<file path="src/rtl/vga_pkg.sv">
// Shared constants, coordinate types and writer FSM states
// for the VGA framebuffer write path.
package vga_pkg;

   localparam int HSYNC_BITS = 11;
   localparam int VSYNC_BITS = 11;
   localparam int HD         = 1280;
   localparam int VD         = 1024;
   localparam int COLOR_BITS = 2;

   typedef logic [HSYNC_BITS-1:0] coord_x_t;
   typedef logic [VSYNC_BITS-1:0] coord_y_t;
   typedef logic [COLOR_BITS-1:0] color_t;

   typedef enum logic [1:0] {
      IDLE,
      CLIP,
      FILL,
      DONE
   } wr_state_e;

endpackage

</file>
<file path="src/rtl/vga_rect_writer_if.sv">
// Command handshake and framebuffer write port of the
// rectangle writer, bundled with master/slave views.
interface vga_rect_writer_if;
   import vga_pkg::*;

   logic     cmd_valid_i;
   logic     cmd_ready_o;
   coord_x_t cmd_x0_i;
   coord_y_t cmd_y0_i;
   coord_x_t cmd_x1_i;
   coord_y_t cmd_y1_i;
   color_t   cmd_color_i;
   logic     wr_ready_i;
   coord_x_t addr_x_o;
   coord_y_t addr_y_o;
   color_t   color_o;
   logic     we_o;
   logic     busy_o;
   logic     done_o;

   modport master (
      output cmd_valid_i,
      output cmd_x0_i,
      output cmd_y0_i,
      output cmd_x1_i,
      output cmd_y1_i,
      output cmd_color_i,
      output wr_ready_i,
      input  cmd_ready_o,
      input  addr_x_o,
      input  addr_y_o,
      input  color_o,
      input  we_o,
      input  busy_o,
      input  done_o
   );

   modport slave (
      input  cmd_valid_i,
      input  cmd_x0_i,
      input  cmd_y0_i,
      input  cmd_x1_i,
      input  cmd_y1_i,
      input  cmd_color_i,
      input  wr_ready_i,
      output cmd_ready_o,
      output addr_x_o,
      output addr_y_o,
      output color_o,
      output we_o,
      output busy_o,
      output done_o
   );

endinterface

</file>
<file path="src/rtl/vga_rect_clip.sv">
// Orders two rectangle corners, clamps the far edge to the
// visible area and flags rectangles that start off-screen.
module vga_rect_clip
   import vga_pkg::*;
(
   input  coord_x_t x0,
   input  coord_y_t y0,
   input  coord_x_t x1,
   input  coord_y_t y1,
   output coord_x_t xl,
   output coord_x_t xh,
   output coord_y_t yl,
   output coord_y_t yh,
   output logic     reject
);

   localparam coord_x_t XMAX = coord_x_t'(HD - 1);
   localparam coord_y_t YMAX = coord_y_t'(VD - 1);

   coord_x_t xh_raw;
   coord_y_t yh_raw;

   assign xl     = (x0 < x1) ? x0 : x1;
   assign xh_raw = (x0 < x1) ? x1 : x0;
   assign yl     = (y0 < y1) ? y0 : y1;
   assign yh_raw = (y0 < y1) ? y1 : y0;

   assign xh = (xh_raw > XMAX) ? XMAX : xh_raw;
   assign yh = (yh_raw > YMAX) ? YMAX : yh_raw;

   // Low corner past the last visible pixel means nothing to draw.
   assign reject = (xl > XMAX) || (yl > YMAX);

endmodule

</file>
<file path="src/rtl/vga_rect_writer.sv">
// Rectangle fill initiator: takes one command, clips it, then
// streams pixel writes in raster order to the framebuffer.
module vga_rect_writer
   import vga_pkg::*;
(
   input logic              clk_i,
   input logic              arstn_i,
   vga_rect_writer_if.slave bus
);

   wr_state_e state;

   coord_x_t x0_q;
   coord_y_t y0_q;
   coord_x_t x1_q;
   coord_y_t y1_q;
   color_t   col_q;

   coord_x_t xl_q;
   coord_x_t xh_q;
   coord_y_t yh_q;

   coord_x_t x_q;
   coord_y_t y_q;
   color_t   color_q;
   logic     we_q;
   logic     ready_q;
   logic     busy_q;
   logic     done_q;

   coord_x_t c_xl;
   coord_x_t c_xh;
   coord_y_t c_yl;
   coord_y_t c_yh;
   logic     c_reject;

   vga_rect_clip u_clip (
      .x0     (x0_q),
      .y0     (y0_q),
      .x1     (x1_q),
      .y1     (y1_q),
      .xl     (c_xl),
      .xh     (c_xh),
      .yl     (c_yl),
      .yh     (c_yh),
      .reject (c_reject)
   );

   // Command FSM, fill counters and registered port outputs.
   always_ff @(posedge clk_i or negedge arstn_i) begin
      if (!arstn_i) begin
         state   <= IDLE;
         x0_q    <= '0;
         y0_q    <= '0;
         x1_q    <= '0;
         y1_q    <= '0;
         col_q   <= '0;
         xl_q    <= '0;
         xh_q    <= '0;
         yh_q    <= '0;
         x_q     <= '0;
         y_q     <= '0;
         color_q <= '0;
         we_q    <= 1'b0;
         ready_q <= 1'b0;
         busy_q  <= 1'b0;
         done_q  <= 1'b0;
      end else begin
         done_q <= 1'b0;
         unique case (state)
            IDLE: begin
               ready_q <= 1'b1;
               busy_q  <= 1'b0;
               if (bus.cmd_valid_i && ready_q) begin
                  x0_q    <= bus.cmd_x0_i;
                  y0_q    <= bus.cmd_y0_i;
                  x1_q    <= bus.cmd_x1_i;
                  y1_q    <= bus.cmd_y1_i;
                  col_q   <= bus.cmd_color_i;
                  ready_q <= 1'b0;
                  busy_q  <= 1'b1;
                  state   <= CLIP;
               end
            end
            CLIP: begin
               if (c_reject) begin
                  done_q <= 1'b1;
                  state  <= DONE;
               end else begin
                  xl_q    <= c_xl;
                  xh_q    <= c_xh;
                  yh_q    <= c_yh;
                  x_q     <= c_xl;
                  y_q     <= c_yl;
                  color_q <= col_q;
                  we_q    <= 1'b1;
                  state   <= FILL;
               end
            end
            FILL: begin
               if (bus.wr_ready_i) begin
                  if (x_q < xh_q) begin
                     x_q <= x_q + 1'b1;
                  end else if (y_q < yh_q) begin
                     x_q <= xl_q;
                     y_q <= y_q + 1'b1;
                  end else begin
                     we_q   <= 1'b0;
                     done_q <= 1'b1;
                     state  <= DONE;
                  end
               end
            end
            DONE: begin
               busy_q  <= 1'b0;
               ready_q <= 1'b1;
               state   <= IDLE;
            end
            default: state <= IDLE;
         endcase
      end
   end

   assign bus.cmd_ready_o = ready_q;
   assign bus.addr_x_o    = x_q;
   assign bus.addr_y_o    = y_q;
   assign bus.color_o     = color_q;
   assign bus.we_o        = we_q;
   assign bus.busy_o      = busy_q;
   assign bus.done_o      = done_q;

endmodule

</file>
<file path="src/flat_wrapper.sv">
// flat-port wrapper written by rule: the top's interface ports become plain ports
module vga_rect_writer_flat import vga_pkg::*;
  (clk_i, arstn_i, bus_cmd_valid_i, bus_cmd_x0_i, bus_cmd_y0_i, bus_cmd_x1_i, bus_cmd_y1_i, bus_cmd_color_i, bus_wr_ready_i, bus_cmd_ready_o, bus_addr_x_o, bus_addr_y_o, bus_color_o, bus_we_o, bus_busy_o, bus_done_o);
  vga_rect_writer_if bus_i ();
  input logic clk_i;
  input logic arstn_i;
  input wire logic [$bits(bus_i.cmd_valid_i)-1:0] bus_cmd_valid_i;
  input wire logic [$bits(bus_i.cmd_x0_i)-1:0] bus_cmd_x0_i;
  input wire logic [$bits(bus_i.cmd_y0_i)-1:0] bus_cmd_y0_i;
  input wire logic [$bits(bus_i.cmd_x1_i)-1:0] bus_cmd_x1_i;
  input wire logic [$bits(bus_i.cmd_y1_i)-1:0] bus_cmd_y1_i;
  input wire logic [$bits(bus_i.cmd_color_i)-1:0] bus_cmd_color_i;
  input wire logic [$bits(bus_i.wr_ready_i)-1:0] bus_wr_ready_i;
  output wire logic [$bits(bus_i.cmd_ready_o)-1:0] bus_cmd_ready_o;
  output wire logic [$bits(bus_i.addr_x_o)-1:0] bus_addr_x_o;
  output wire logic [$bits(bus_i.addr_y_o)-1:0] bus_addr_y_o;
  output wire logic [$bits(bus_i.color_o)-1:0] bus_color_o;
  output wire logic [$bits(bus_i.we_o)-1:0] bus_we_o;
  output wire logic [$bits(bus_i.busy_o)-1:0] bus_busy_o;
  output wire logic [$bits(bus_i.done_o)-1:0] bus_done_o;
  assign bus_i.cmd_valid_i = bus_cmd_valid_i;
  assign bus_i.cmd_x0_i = bus_cmd_x0_i;
  assign bus_i.cmd_y0_i = bus_cmd_y0_i;
  assign bus_i.cmd_x1_i = bus_cmd_x1_i;
  assign bus_i.cmd_y1_i = bus_cmd_y1_i;
  assign bus_i.cmd_color_i = bus_cmd_color_i;
  assign bus_i.wr_ready_i = bus_wr_ready_i;
  assign bus_cmd_ready_o = bus_i.cmd_ready_o;
  assign bus_addr_x_o = bus_i.addr_x_o;
  assign bus_addr_y_o = bus_i.addr_y_o;
  assign bus_color_o = bus_i.color_o;
  assign bus_we_o = bus_i.we_o;
  assign bus_busy_o = bus_i.busy_o;
  assign bus_done_o = bus_i.done_o;
  vga_rect_writer u_core (.clk_i(clk_i), .arstn_i(arstn_i), .bus(bus_i));
endmodule
</file>
<file path="config.mk">
export PLATFORM = sky130hd
export DESIGN_NAME = vga_rect_writer_flat
export DESIGN_NICKNAME = d
export VERILOG_FILES = /design/src/rtl/vga_pkg.sv /design/src/rtl/vga_rect_writer_if.sv /design/src/rtl/vga_rect_clip.sv /design/src/rtl/vga_rect_writer.sv /design/src/flat_wrapper.sv
export SDC_FILE = /design/constraint.sdc
export NUM_CORES = 1
export LEC_CHECK = 0
export CORE_UTILIZATION = 25
export CTS_CLUSTER_SIZE = 16
export DETAILED_ROUTE_END_ITERATION = 12
export HOLD_SLACK_MARGIN = 0.05
export PLACE_DENSITY_LB_ADDON = 0.25
export SLEW_MARGIN = 30
export SYNTH_ARGS = -nofsm -noshare
export SYNTH_HDL_FRONTEND = slang
export SYNTH_SLANG_ARGS = --single-unit
</file>
<file path="constraint.sdc">
create_clock -name clk_i -period 2.3 [get_ports clk_i]
set_clock_uncertainty 0.15 [all_clocks]
set_input_delay 0.575 -clock clk_i [delete_from_list [all_inputs] [get_ports clk_i]]
set_output_delay 0.575 -clock clk_i [all_outputs]
set_load 0.02 [all_outputs]
</file>
# ---- After elaboration in Yosys (flattened, before gate mapping)
# Cells that the tools add are included.
dict set report totals {
  regBits 109
  input_bits 50
  out_inout_bits 28
  elab_cells 84
}
dict set report op_classes {
  n_addsub 2
  magnitude_cmp 8
  eq_ne 10
  mux 36
  bitwise 1
  reduce_logical 11
}
# op count
set op_table {}
lappend op_table {{$mux 11} 14}
lappend op_table {{$lt 11x11->1} 4}
lappend op_table {{$pmux 11 s2} 2}
lappend op_table {{$add 11x1->11 const B} 2}
lappend op_table {{$gt 11x10->1 const B} 2}
lappend op_table {{$gt 11x11->1 const B} 2}
lappend op_table {{$mux 1} 11}
lappend op_table {{$reduce_and 5->1} 2}
lappend op_table {{$mux 2} 4}
lappend op_table {{$ne 2x2->1 const B} 4}
lappend op_table {{$pmux 1 s2} 4}
lappend op_table {{$pmux 2 s4} 1}
lappend op_table {{$reduce_and 4->1} 2}
lappend op_table {{$eq 2x2->1 const B} 2}
lappend op_table {{$ne 2x1->1 const B} 2}
lappend op_table {{$reduce_and 2->1} 2}
lappend op_table {{$reduce_bool 2->1} 2}
lappend op_table {{$ne 3x1->1 const B} 1}
lappend op_table {{$eq 2x1->1 const B} 1}
lappend op_table {{$logic_not 2->1} 1}
lappend op_table {{$logic_and 1x1->1} 1}
lappend op_table {{$logic_or 1x1->1} 1}
lappend op_table {{$not 1->1} 1}

# ---- Longest topological paths before layout
# Gate-level depths: netlist of run 1.
dict set report depth {
  depth_word 6
  ltp_mapped 12
  ltp_nobuf 10
}

# ---- By module
# A second synthesis of run 1 with hierarchy kept.
dict set report hier_totals {
  hier_cells 669
  hier_area_um2 6653.9
}
# module instances cells_each area_per_inst_um2 seq_area_each_um2
set modules_own_cells {}
lappend modules_own_cells {vga_rect_writer 1 494 5437.7 2727.6}
lappend modules_own_cells {vga_rect_clip 1 175 1216.2 0.0}

# ---- Worst setup path after synthesis of run 1
# No wires, ideal clock.
dict set report synth_timing {
  kind {register to register}
  startpoint {register u_core.x_q[8], in the netlist u_core.bus.addr_x_o[8]}
  endpoint {register u_core.x_q[10], in the netlist u_core.bus.addr_x_o[10]}
  setup_time_ns 0.125
  t_arrival_ns 2.363
  required_time_ns 2.025
  setup_slack_ns -0.338
  stages_incl_launch_ff 10
  n_path_buf 0
  synth_period_minus_slack_ns 2.638
  path_cell_list {dfrtp_1 -> ha_1 -> nand2_1 -> nor4b_2 -> o31ai_1 -> a21oi_2 -> and2_4 -> o21ai_4 -> nand2_4 -> mux2_4}
}
dict set report synth_between {
  elab_chain_cells 4
  elab_cells_between_ends 7
  cone_classes {add/sub: 1; order compare: 1; eq/ne: 1; mux: 3; reduce/logical: 1}
}
# item line_no
set synth_rtl {}
lappend synth_rtl {{start, declared} vga_rect_writer.sv:23} ;# coord_x_t x_q;
lappend synth_rtl {{start signal, assigned} vga_rect_writer.sv:93} ;# x_q <= c_xl;
lappend synth_rtl {{start signal, assigned} vga_rect_writer.sv:103} ;# x_q <= x_q + 1'b1;
lappend synth_rtl {{start signal, assigned} vga_rect_writer.sv:105} ;# x_q <= xl_q;
lappend synth_rtl {{$add 11x1->11 or $lt 11x11->1 (tied branches)} {vga_rect_writer.sv:103, vga_rect_writer.sv:102}}
lappend synth_rtl {{$mux 11} vga_rect_writer.sv:102} ;# if (x_q < xh_q) begin
lappend synth_rtl {{$mux 11} vga_rect_writer.sv:101} ;# if (bus.wr_ready_i) begin
lappend synth_rtl {{$pmux 11 s2} vga_rect_writer.sv:70} ;# unique case (state)
# Parallel ways exist; a longest one is shown, timed or not. The select of a mux whose other input is x is not followed.
# A chain may end at the register's enable or synchronous reset.

# ---- Worst setup path after layout of run 1
dict set report layout_timing {
  startpoint {register u_core.x_q[4], in the netlist u_core.bus.addr_x_o[4]}
  endpoint {register u_core.y_q[2], in the netlist u_core.bus.addr_y_o[2]}
}
dict set report layout_between {
  elab_chain_cells 3
}
# item line_no
set layout_rtl {}
lappend layout_rtl {{$lt 11x11->1} vga_rect_writer.sv:102}
lappend layout_rtl {{$ne 2x2->1 (no line)} --}
lappend layout_rtl {{$reduce_and 5->1 (no line)} --}
lappend layout_rtl {{end signal, assigned} vga_rect_writer.sv:94} ;# y_q <= c_yl;
lappend layout_rtl {{end signal, assigned} vga_rect_writer.sv:106} ;# y_q <= y_q + 1'b1;
lappend layout_rtl {{end, declared} vga_rect_writer.sv:24} ;# coord_y_t y_q;
# Every way passes these cells.

==> impl_metrics.env, run 1 <==
export IMPL_antenna_left=0
export IMPL_port_buffers=77
export IMPL_ys_ff_latch=109
export IMPL_yosys_area_share_adder_pct=8.762
export IMPL_synth_main_ff_cell="dfrtp_1"
export IMPL_fmax_mhz=382.8
export IMPL_r2r_cells=10
export IMPL_syn2layout_area_growth_pct=57.75
export IMPL_hold_start="u_core.yh_q[9]$_DFFE_PN0P_"
export IMPL_floorplan_initialDensity_pct=25.79
export IMPL_drtPass1Iterations=5
export IMPL_clk_pin_slew_ns=0.08
export IMPL_ys_async_sr_fraction_pct=100.0
export IMPL_violations="setup timing"
export IMPL_vias=5689
export IMPL_io_pins=78
export IMPL_whs_endpoint="u_core.yh_q[9]$_DFFE_PN0P_"
export IMPL_syn_area_mm2=0.006569
export IMPL_max_cap_violations=0
export IMPL_postLayoutSetupSlackWorst_ns=-0.3121
export IMPL_ys_types=65
export IMPL_path_class="reg -> reg"
export IMPL_nNetsFinal=993
export IMPL_crit_family="compound AO/OA/AOI/OAI gates"
export IMPL_die_area_mm2=0.02693
export IMPL_cts_sinks=109
export IMPL_final_util_pct=40.68
export IMPL_dp_hpwl_um=14060
export IMPL_mostFrequentLayoutCells="127 x buf_4, 99 x dfrtp_1, 73 x clkdlybuf4s50_1"
export IMPL_synth_fp_nets=760
export IMPL_min_period_ns=2.612
export IMPL_synthMuxAreaShare_pct=14.36
export IMPL_diodes=0
export IMPL_grt_max_degree=41
export IMPL_cts_tree="done"
export IMPL_fin_crit_sh_pct=113.6
export IMPL_hold_viol_final=0
export IMPL_r2r_slack_ns=-0.31
export IMPL_grt_first_pass_wirelength_um=30660
export IMPL_setup_tns_ns=-8.871
export IMPL_cp_startpoint="u_core.bus.addr_x_o[4]$_DFFE_PN0P_"
export IMPL_slowest_delay_ns=0.41
export IMPL_h_tree_depth=3
export IMPL_drc=0
export IMPL_antenna_found_initial=0
export IMPL_r2r_start="u_core.bus.addr_x_o[4]$_DFFE_PN0P_"
export IMPL_cp_slowest_cell="dfrtp_2"
export IMPL_grt_total_usage_pct=14.81
export IMPL_die_w_um=164.1
export IMPL_totalWireLength_um=19240
export IMPL_synth_xor_xnor_area_share_pct=1.200
export IMPL_ys_warn_count=0
export IMPL_final_common_cell="buf_4"
export IMPL_seq_area_frac_synth_pct=41.52
export IMPL_hold_depth=1
export IMPL_status="finished, violations left"
export IMPL_root_buffer="clkbuf_16"
export IMPL_hp_class="reg -> reg"
export IMPL_clk_path_buf_depth=2
export IMPL_setup_viol=59
export IMPL_syn_inst=664
export IMPL_synth_avg_cell_area_um2=9.893
export IMPL_critPathCaptureType="register"
export IMPL_cp_start_kind="register"
export IMPL_crit_chain="ha_1 > nand2_4 > nor4b_4 > o31ai_2 > buf_4 > a21o_4 > o31ai_4 > buf_6 > nand4_1 > o221a_4"
export IMPL_synth_edf_count=0
export IMPL_synth_top_family_by_area="compound AO/OA/AOI/OAI gates"
export IMPL_tightest_slew_ns=0.4005
export IMPL_relSlewSlack_pct=73.02
export IMPL_drive_gt1_share_pct=47.67
export IMPL_synth_compound_area_share_pct=17.18
export IMPL_worst_path_buf_inv=2
export IMPL_grt_pass1_vias=5510
export IMPL_fp_dieH_um=164.1
export IMPL_synthSimpleGateAreaFrac_pct=12.02
export IMPL_rows=58
export IMPL_cts_buffers=9
export IMPL_core_mm2=0.02547
export IMPL_drt_iter0_drc=335
export IMPL_wl_per_cell_um=15.62
export IMPL_crit_fanout=4
export IMPL_grt_overflow_total=0
export IMPL_via_per_inst=4.618
export IMPL_required_ns=2.40
export IMPL_clock_latency_ns=0.36
export IMPL_drv_slew=0
export IMPL_r2r_end="u_core.bus.addr_y_o[2]$_DFFE_PN0P_"
export IMPL_place_gp_congestion=0.8119
export IMPL_rsz0062_at_grt="yes"
export IMPL_worstPathArrival_ns=2.72
registers in the layout, indices dropped and copies added, names as in the netlist:
signal	count
u_core.bus.addr_x_o	11
u_core.bus.addr_y_o	11
u_core.x0_q	11
u_core.x1_q	11
u_core.xh_q	11
u_core.xl_q	11
u_core.y0_q	11
u_core.y1_q	11
u_core.yh_q	11
u_core.bus.color_o	2
u_core.col_q	2
u_core.state	2
u_core.bus.busy_o	1
u_core.bus.cmd_ready_o	1
u_core.bus.done_o	1
u_core.bus.we_o	1
kinds of logic (layout without fill, tap and decap cells):
| logic type | after synthesis | after routing |
|---|---|---|
| xor gates and xnor gates | 9 | 9 |
| DFF | 109 | 109 |
| adders and majority gates | 46 | 46 |
| muxes | 81 | 81 |
| buffers and inverters | 78 | 314 |
| and+or+nand+nor | 168 | 170 |
| AOI/OAI and AO/OA | 173 | 173 |
what timing repair did:
action                                  CTS  global route
endpoints found under the setup margin   62            62
hold buffers                              1             0
gates cloned                              7             1
setup buffers                            16            16
gates resized for setup                 110            95
pin swaps                                61            37
hold endpoints to repair                 10             0
stage by stage:
stage | worst slack (ns) | hold slack, ns | instance area (um^2) | std cells
global route | -0.4334 | 0.3609 | 10360 | 1232
CTS | -0.2726 | 0.3385 | 9902 | 1221
global placement | -0.3555 | 0.3019 | 8917 | 1181
detailed placement | -0.4002 | 0.3018 | 8917 | 1181
floorplan | -0.2467 | 0.1294 | 6833 | 664
finish | -0.3121 | 0.3387 | 10360 | 1232
cell type report:
| class | instances | area, um^2 |
|---|---|---|
| multi-input cells | 479 | 4365 |
| well taps | 330 | 412.9 |
| inverters | 53 | 198.9 |
| flip-flops and latches | 109 | 2740 |
| clock inverters | 5 | 60.06 |
| repair buffers | 245 | 2342 |
| fillers | 2450 | 15110 |
| clock buffers | 11 | 242.7 |
worst reg2reg max path, delay by kind of cell (launching register included):
family                     cells  cell delay [ns]
DFF                            1             0.41
adders and majority gates      1             0.32
AOI/OAI and AO/OA              4             0.83
and+or+nand+nor                3             0.50
buffers and inverters          2             0.30
how the worst max path moves through the flow:
stage / slack (ns) / cells after the start / endpoint
final: -0.31 / 10 / u_core.bus.addr_y_o[2]$_DFFE_PN0P_
after detailed placement: -0.40 / 10 / u_core.bus.addr_y_o[3]$_DFFE_PN0P_
after floorplan: -0.25 / 9 / u_core.bus.addr_x_o[10]$_DFFE_PN0P_
after CTS: -0.27 / 10 / u_core.bus.addr_y_o[2]$_DFFE_PN0P_
after global routing: -0.43 / 11 / u_core.bus.addr_y_o[2]$_DFFE_PN0P_
after global placement: -0.36 / 11 / u_core.bus.addr_x_o[5]$_DFFE_PN0P_
per-layer routing:
metal	share of wire [%]	global-route usage (%)	vias up
li1	-	-	2834
met1	51	21.99	2745
met2	45	21.83	91
met3	2.5	1.793	19
met4	1.6	5.219	0
met5	0	0	-
Yosys cell counts, drive strengths merged, types with 2 or more instances:
cell    instances  area (um^2)
dfrtp         109         2728
nand2          74        292.8
mux2           67        803.3
a21oi          57        292.8
o21ai          56        291.5
inv            53        198.9
ha             46        575.6
nor2           42        167.7
clkbuf         15        56.30
nand3          15        75.07
mux2i          14        140.1
a211oi         13        107.6
a21o           11        83.83
buf            10        70.06
nand4           7        43.79
nor3            7        40.04
and3            6        37.54
o31ai           6        63.81
xnor2           5        43.79
and2            4        27.53
nor2b           4        25.02
xor2            4        35.03
a221oi          3        38.79
o211ai          3        22.52
o21a            3        22.52
a21boi          2        15.01
a31o            2        17.52
a31oi           2        12.51
a41oi           2        17.52
and4            2        17.52
nor3b           2        20.02
nor4b           2        23.77
o221a           2        22.52
Power of run 1 is not shown: default switching activity piles up to over one toggle a cycle in this logic, so the estimate is an artifact.
==> run 2, diff against run 1 <==
- ABC_CLOCK_PERIOD_IN_PS: unset -> 2300
- REMOVE_ABC_BUFFERS: unset -> 1
==> impl_metrics.env, run 2 (synthesis results as in run 1) <==
export IMPL_r2r_slack_ns=-0.29
export IMPL_min_period_ns=2.590
export IMPL_die_area_mm2=0.02693
export IMPL_hp_class="reg -> reg"
export IMPL_diodes=0
export IMPL_h_tree_depth=3
export IMPL_grt_max_degree=34
export IMPL_dp_hpwl_um=14550
export IMPL_tightest_slew_ns=0.4827
export IMPL_floorplan_initialDensity_pct=25.79
export IMPL_final_common_cell="buf_4"
export IMPL_grt_total_usage_pct=15.57
export IMPL_violations="setup timing"
export IMPL_place_gp_congestion=0.8202
export IMPL_vias=5768
export IMPL_status="finished, violations left"
export IMPL_r2r_end="u_core.bus.addr_x_o[6]$_DFFE_PN0P_"
export IMPL_nFillCells=2470
export IMPL_cts_sinks=109
export IMPL_via_per_inst=4.611
export IMPL_drtPass1Iterations=4
export IMPL_fmax_mhz=386.1
export IMPL_fp_dieH_um=164.1
export IMPL_hold_viol_final=0
export IMPL_final_util_pct=41.44
export IMPL_antenna_found_initial=0
export IMPL_grt_first_pass_wirelength_um=32400
export IMPL_worstPathArrival_ns=2.69
export IMPL_cp_startpoint="u_core.bus.addr_x_o[8]$_DFFE_PN0P_"
export IMPL_drv_slew=0
export IMPL_clk_path_buf_depth=2
export IMPL_relSlewSlack_pct=67.82
export IMPL_rsz0062_at_grt="yes"
export IMPL_regArea_mm2=0.002728
export IMPL_setup_viol=59
export IMPL_crit_fanout=5
export IMPL_antenna_left=0
export IMPL_grt_overflow_total=0
export IMPL_clock_latency_ns=0.36
export IMPL_path_class="reg -> reg"
export IMPL_drt_iter0_drc=232
export IMPL_critPathCaptureType="register"
export IMPL_totalWireLength_um=20350
export IMPL_fin_area_mm2=0.01056
export IMPL_cp_start_kind="register"
export IMPL_wl_per_cell_um=16.26
export IMPL_io_pins=78
export IMPL_required_ns=2.40
export IMPL_drive_gt1_share_pct=47.56
export IMPL_core_mm2=0.02547
export IMPL_port_buffers=77
export IMPL_grt_pass1_vias=5866
export IMPL_clk_pin_slew_ns=0.08
export IMPL_postLayoutSetupSlackWorst_ns=-0.2898
export IMPL_postPlaceCellArea_mm2=0.008785
export IMPL_cts_buffers=9
export IMPL_r2r_cells=9
export IMPL_root_buffer="clkbuf_16"
export IMPL_syn2layout_area_growth_pct=60.71
export IMPL_max_cap_violations=0
export IMPL_fin_crit_sh_pct=112.6
export IMPL_nNetsFinal=1013
export IMPL_cp_endpoint="u_core.bus.addr_x_o[6]$_DFFE_PN0P_"
export IMPL_drc=0
export IMPL_multiInputGateArea_mm2=0.004420
export IMPL_mostFrequentLayoutCells="152 x buf_4, 109 x dfrtp_1, 71 x clkdlybuf4s50_1"
export IMPL_r2r_start="u_core.bus.addr_x_o[8]$_DFFE_PN0P_"
export IMPL_rows=58
export IMPL_cts_tree="done"
export IMPL_die_w_um=164.1
[run 2: how the worst min path moves through the flow]
stage,from,cells after the start,end,slack (ns)
after floorplan,arstn_i,0,u_core.bus.addr_x_o[0]$_DFFE_PN0P_,0.13
after global placement,u_core.xh_q[0]$_DFFE_PN0P_,2,u_core.xh_q[0]$_DFFE_PN0P_,0.30
after detailed placement,u_core.xh_q[0]$_DFFE_PN0P_,2,u_core.xh_q[0]$_DFFE_PN0P_,0.32
after CTS,u_core.xh_q[7]$_DFFE_PN0P_,2,u_core.xh_q[7]$_DFFE_PN0P_,0.33
after global routing,u_core.yh_q[9]$_DFFE_PN0P_,1,u_core.yh_q[9]$_DFFE_PN0P_,0.37
final,u_core.xl_q[8]$_DFFE_PN0P_,2,u_core.xl_q[8]$_DFFE_PN0P_,0.34
[run 2: worst max-delay path, cell delays in order (launching register included)]
cell and delay [ns]:
dfrtp_1 0.41, ha_4 0.16, or3_4 0.37, a211oi_2 0.23
buf_4 0.17, a21oi_4 0.05, and2_4 0.19, o21ai_4 0.27
nand2_4 0.15, mux2_4 0.32
[run 2: final cells by class]
cell class / instances / share of cell area, %
sequential: 109 / 25.84
multi-input combinational: 479 / 41.87
clock buffer: 10 / 2.169
timing repair buffer: 265 / 23.74
tap: 330 / 3.911
inverter: 53 / 1.885
clock inverter: 5 / 0.5808
[run 2: layer usage]
| metal | wire length [um] | up-vias | track usage, % |
|---|---|---|---|
| li1 | - | 2882 | - |
| met1 | 10190 | 2801 | 22.57 |
| met2 | 9413 | 74 | 24.07 |
| met3 | 505 | 11 | 2.247 |
| met4 | 238 | 0 | 3.914 |
| met5 | 0 | - | 0 |
[run 2: repair_timing]
action | 4_1_cts | 5_1_grt
hold endpoints to repair | 29 | 0
pin swaps | 57 | 50
gates resized for setup | 147 | 109
gates cloned | 7 | 1
endpoints found under the setup margin | 61 | 63
hold buffers | 1 | 0
setup buffers | 36 | 13
[run 2: through the flow]
stage / cells / TNS, ns / worst slack (ns) / hold slack [ns]
6_report: 1251 / -10.98 / -0.2898 / 0.3435
5_1_grt: 1251 / -17.03 / -0.3713 / 0.3733
4_1_cts: 1244 / -11.22 / -0.2860 / 0.3350
3_5_place_dp: 1185 / -21.73 / -0.4483 / 0.3175
3_3_place_gp: 1185 / -19.12 / -0.3847 / 0.3043
2_1_floorplan: 639 / -35.11 / -0.6510 / 0.1294
Power of run 2 is left out for the same reason.
==> run 3, diff against run 2 <==
- CAP_MARGIN: unset -> 25
- SKIP_CTS_REPAIR_TIMING: unset -> 1
==> impl_metrics.env, run 3 (synthesis results as in run 1) <==
export IMPL_min_period_ns=2.581
export IMPL_die_area_mm2=0.02693
export IMPL_cts_buffers=9
export IMPL_nNetsFinal=985
export IMPL_setup_viol=59
export IMPL_wl_per_cell_um=16.36
export IMPL_antenna_left=0
export IMPL_nFillCells=2518
export IMPL_floorplan_initialDensity_pct=25.79
export IMPL_root_buffer="clkbuf_16"
export IMPL_core_mm2=0.02547
export IMPL_cts_sinks=109
export IMPL_relSlewSlack_pct=67.84
export IMPL_grt_util_met3_pct=2.247
export IMPL_h_tree_depth=3
export IMPL_place_gp_congestion=0.8202
export IMPL_grtUsageMet2_pct=21.58
export IMPL_dp_hpwl_um=14550
export IMPL_grt_total_usage_pct=14.38
export IMPL_grt_overflow_total=0
export IMPL_vias=5661
export IMPL_rows=58
export IMPL_rsz0062_at_grt="yes"
export IMPL_clk_path_buf_depth=2
export IMPL_status="finished, violations left"
export IMPL_postPlaceCellArea_mm2=0.008785
export IMPL_drc=0
export IMPL_hp_class="reg -> reg"
export IMPL_drv_slew=0
export IMPL_drt_iter0_drc=228
export IMPL_drtPass1Iterations=5
export IMPL_drive_gt1_share_pct=44.46
export IMPL_cts_tree="done"
export IMPL_io_pins=78
export IMPL_fp_dieH_um=164.1
export IMPL_antenna_found_initial=0
export IMPL_required_ns=2.40
export IMPL_fin_crit_sh_pct=112.2
export IMPL_diodes=0
export IMPL_grt_pass1_vias=5451
export IMPL_grt_max_degree=34
export IMPL_grt_first_pass_wirelength_um=29850
export IMPL_max_cap_violations=0
export IMPL_fin_area_mm2=0.01025
export IMPL_port_buffers=77
export IMPL_worstPathArrival_ns=2.68
export IMPL_cp_start_kind="register"
export IMPL_met1_usage_pct=21.12
export IMPL_via_per_inst=4.629
export IMPL_mostFrequentLayoutCells="129 x buf_4, 109 x dfrtp_1, 71 x clkdlybuf4s50_1"
export IMPL_die_w_um=164.1
export IMPL_syn2layout_area_growth_pct=56.08
export IMPL_critPathCaptureType="register"
export IMPL_hold_viol_final=0
export IMPL_tightest_slew_ns=0.4824
export IMPL_busiest_layer="met2"
export IMPL_path_class="reg -> reg"
export IMPL_totalWireLength_um=20010
export IMPL_final_common_cell="buf_4"
export IMPL_clock_latency_ns=0.36
export IMPL_crit_fanout=6
export IMPL_violations="setup timing"
export IMPL_fmax_mhz=387.4
export IMPL_postLayoutSetupSlackWorst_ns=-0.2810
export IMPL_clk_pin_slew_ns=0.08
-- run 3: cell count changes in the layout (fill, tap and decap cells not counted), sizes merged --
cell	change
dlygate4sd2	-1
clkbuf	+5
dlymetal6s2s	+1
buf	-33
-- run 3: layer usage --
metal,routed length [um],up-vias
met5,0,-
met1,9951,2726
li1,-,2823
met3,705,19
met4,325,0
met2,9027,93
-- run 3: path summary, 6_finish.rpt --
path | startpoint | endpoint | slack [ns] | depth (start not counted)
max in group asynchronous | arstn_i | u_core.xl_q[9]$_DFFE_PN0P_ | 0.87 | 3
max reg2reg | u_core.bus.addr_x_o[6]$_DFFE_PN0P_ | u_core.bus.addr_y_o[2]$_DFFE_PN0P_ | -0.28 | 10
max | u_core.bus.addr_x_o[6]$_DFFE_PN0P_ | u_core.bus.addr_y_o[2]$_DFFE_PN0P_ | -0.28 | 10
min in group asynchronous | arstn_i | u_core.y1_q[3]$_DFFE_PN0P_ | 0.57 | 2
min reg2reg | u_core.xl_q[8]$_DFFE_PN0P_ | u_core.xl_q[8]$_DFFE_PN0P_ | 0.34 | 2
min | u_core.xl_q[8]$_DFFE_PN0P_ | u_core.xl_q[8]$_DFFE_PN0P_ | 0.34 | 2
-- run 3: cell type report --
cell class	instances	area [um^2]	area share, %
multi-input cells	479	4340	42.34
flip-flops and latches	109	2728	26.60
repair buffers	237	2282	22.26
well taps	330	412.9	4.027
clock buffers	10	229.0	2.233
inverters	53	198.9	1.940
clock inverters	5	61.31	0.5980
-- run 3: worst max-delay path, cell delays in order, from the launching register on --
cell and delay, ns:
dfrtp_1 0.42, ha_4 0.30, nand2_4 0.05, nor4b_4 0.32
o31ai_4 0.14, a21o_4 0.24, o31ai_4 0.25, buf_6 0.16
buf_4 0.10, nand4_1 0.08, o221a_2 0.24
-- run 3: through the flow --
stage | utilization, % | TNS (ns) | hold WS, ns | cells | setup slack (ns)
after global routing | 40.25 | -18.11 | 0.3718 | 1223 | -0.3819
final | 40.25 | -11.65 | 0.3435 | 1223 | -0.2810
after detailed placement | 34.49 | -21.73 | 0.3175 | 1185 | -0.4483
after floorplan | - | -35.11 | 0.1294 | 639 | -0.6510
after CTS | 35.63 | -22.56 | 0.02608 | 1200 | -0.4582
after global placement | 34.49 | -19.12 | 0.3043 | 1185 | -0.3847
Power of run 3 is left out for the same reason.
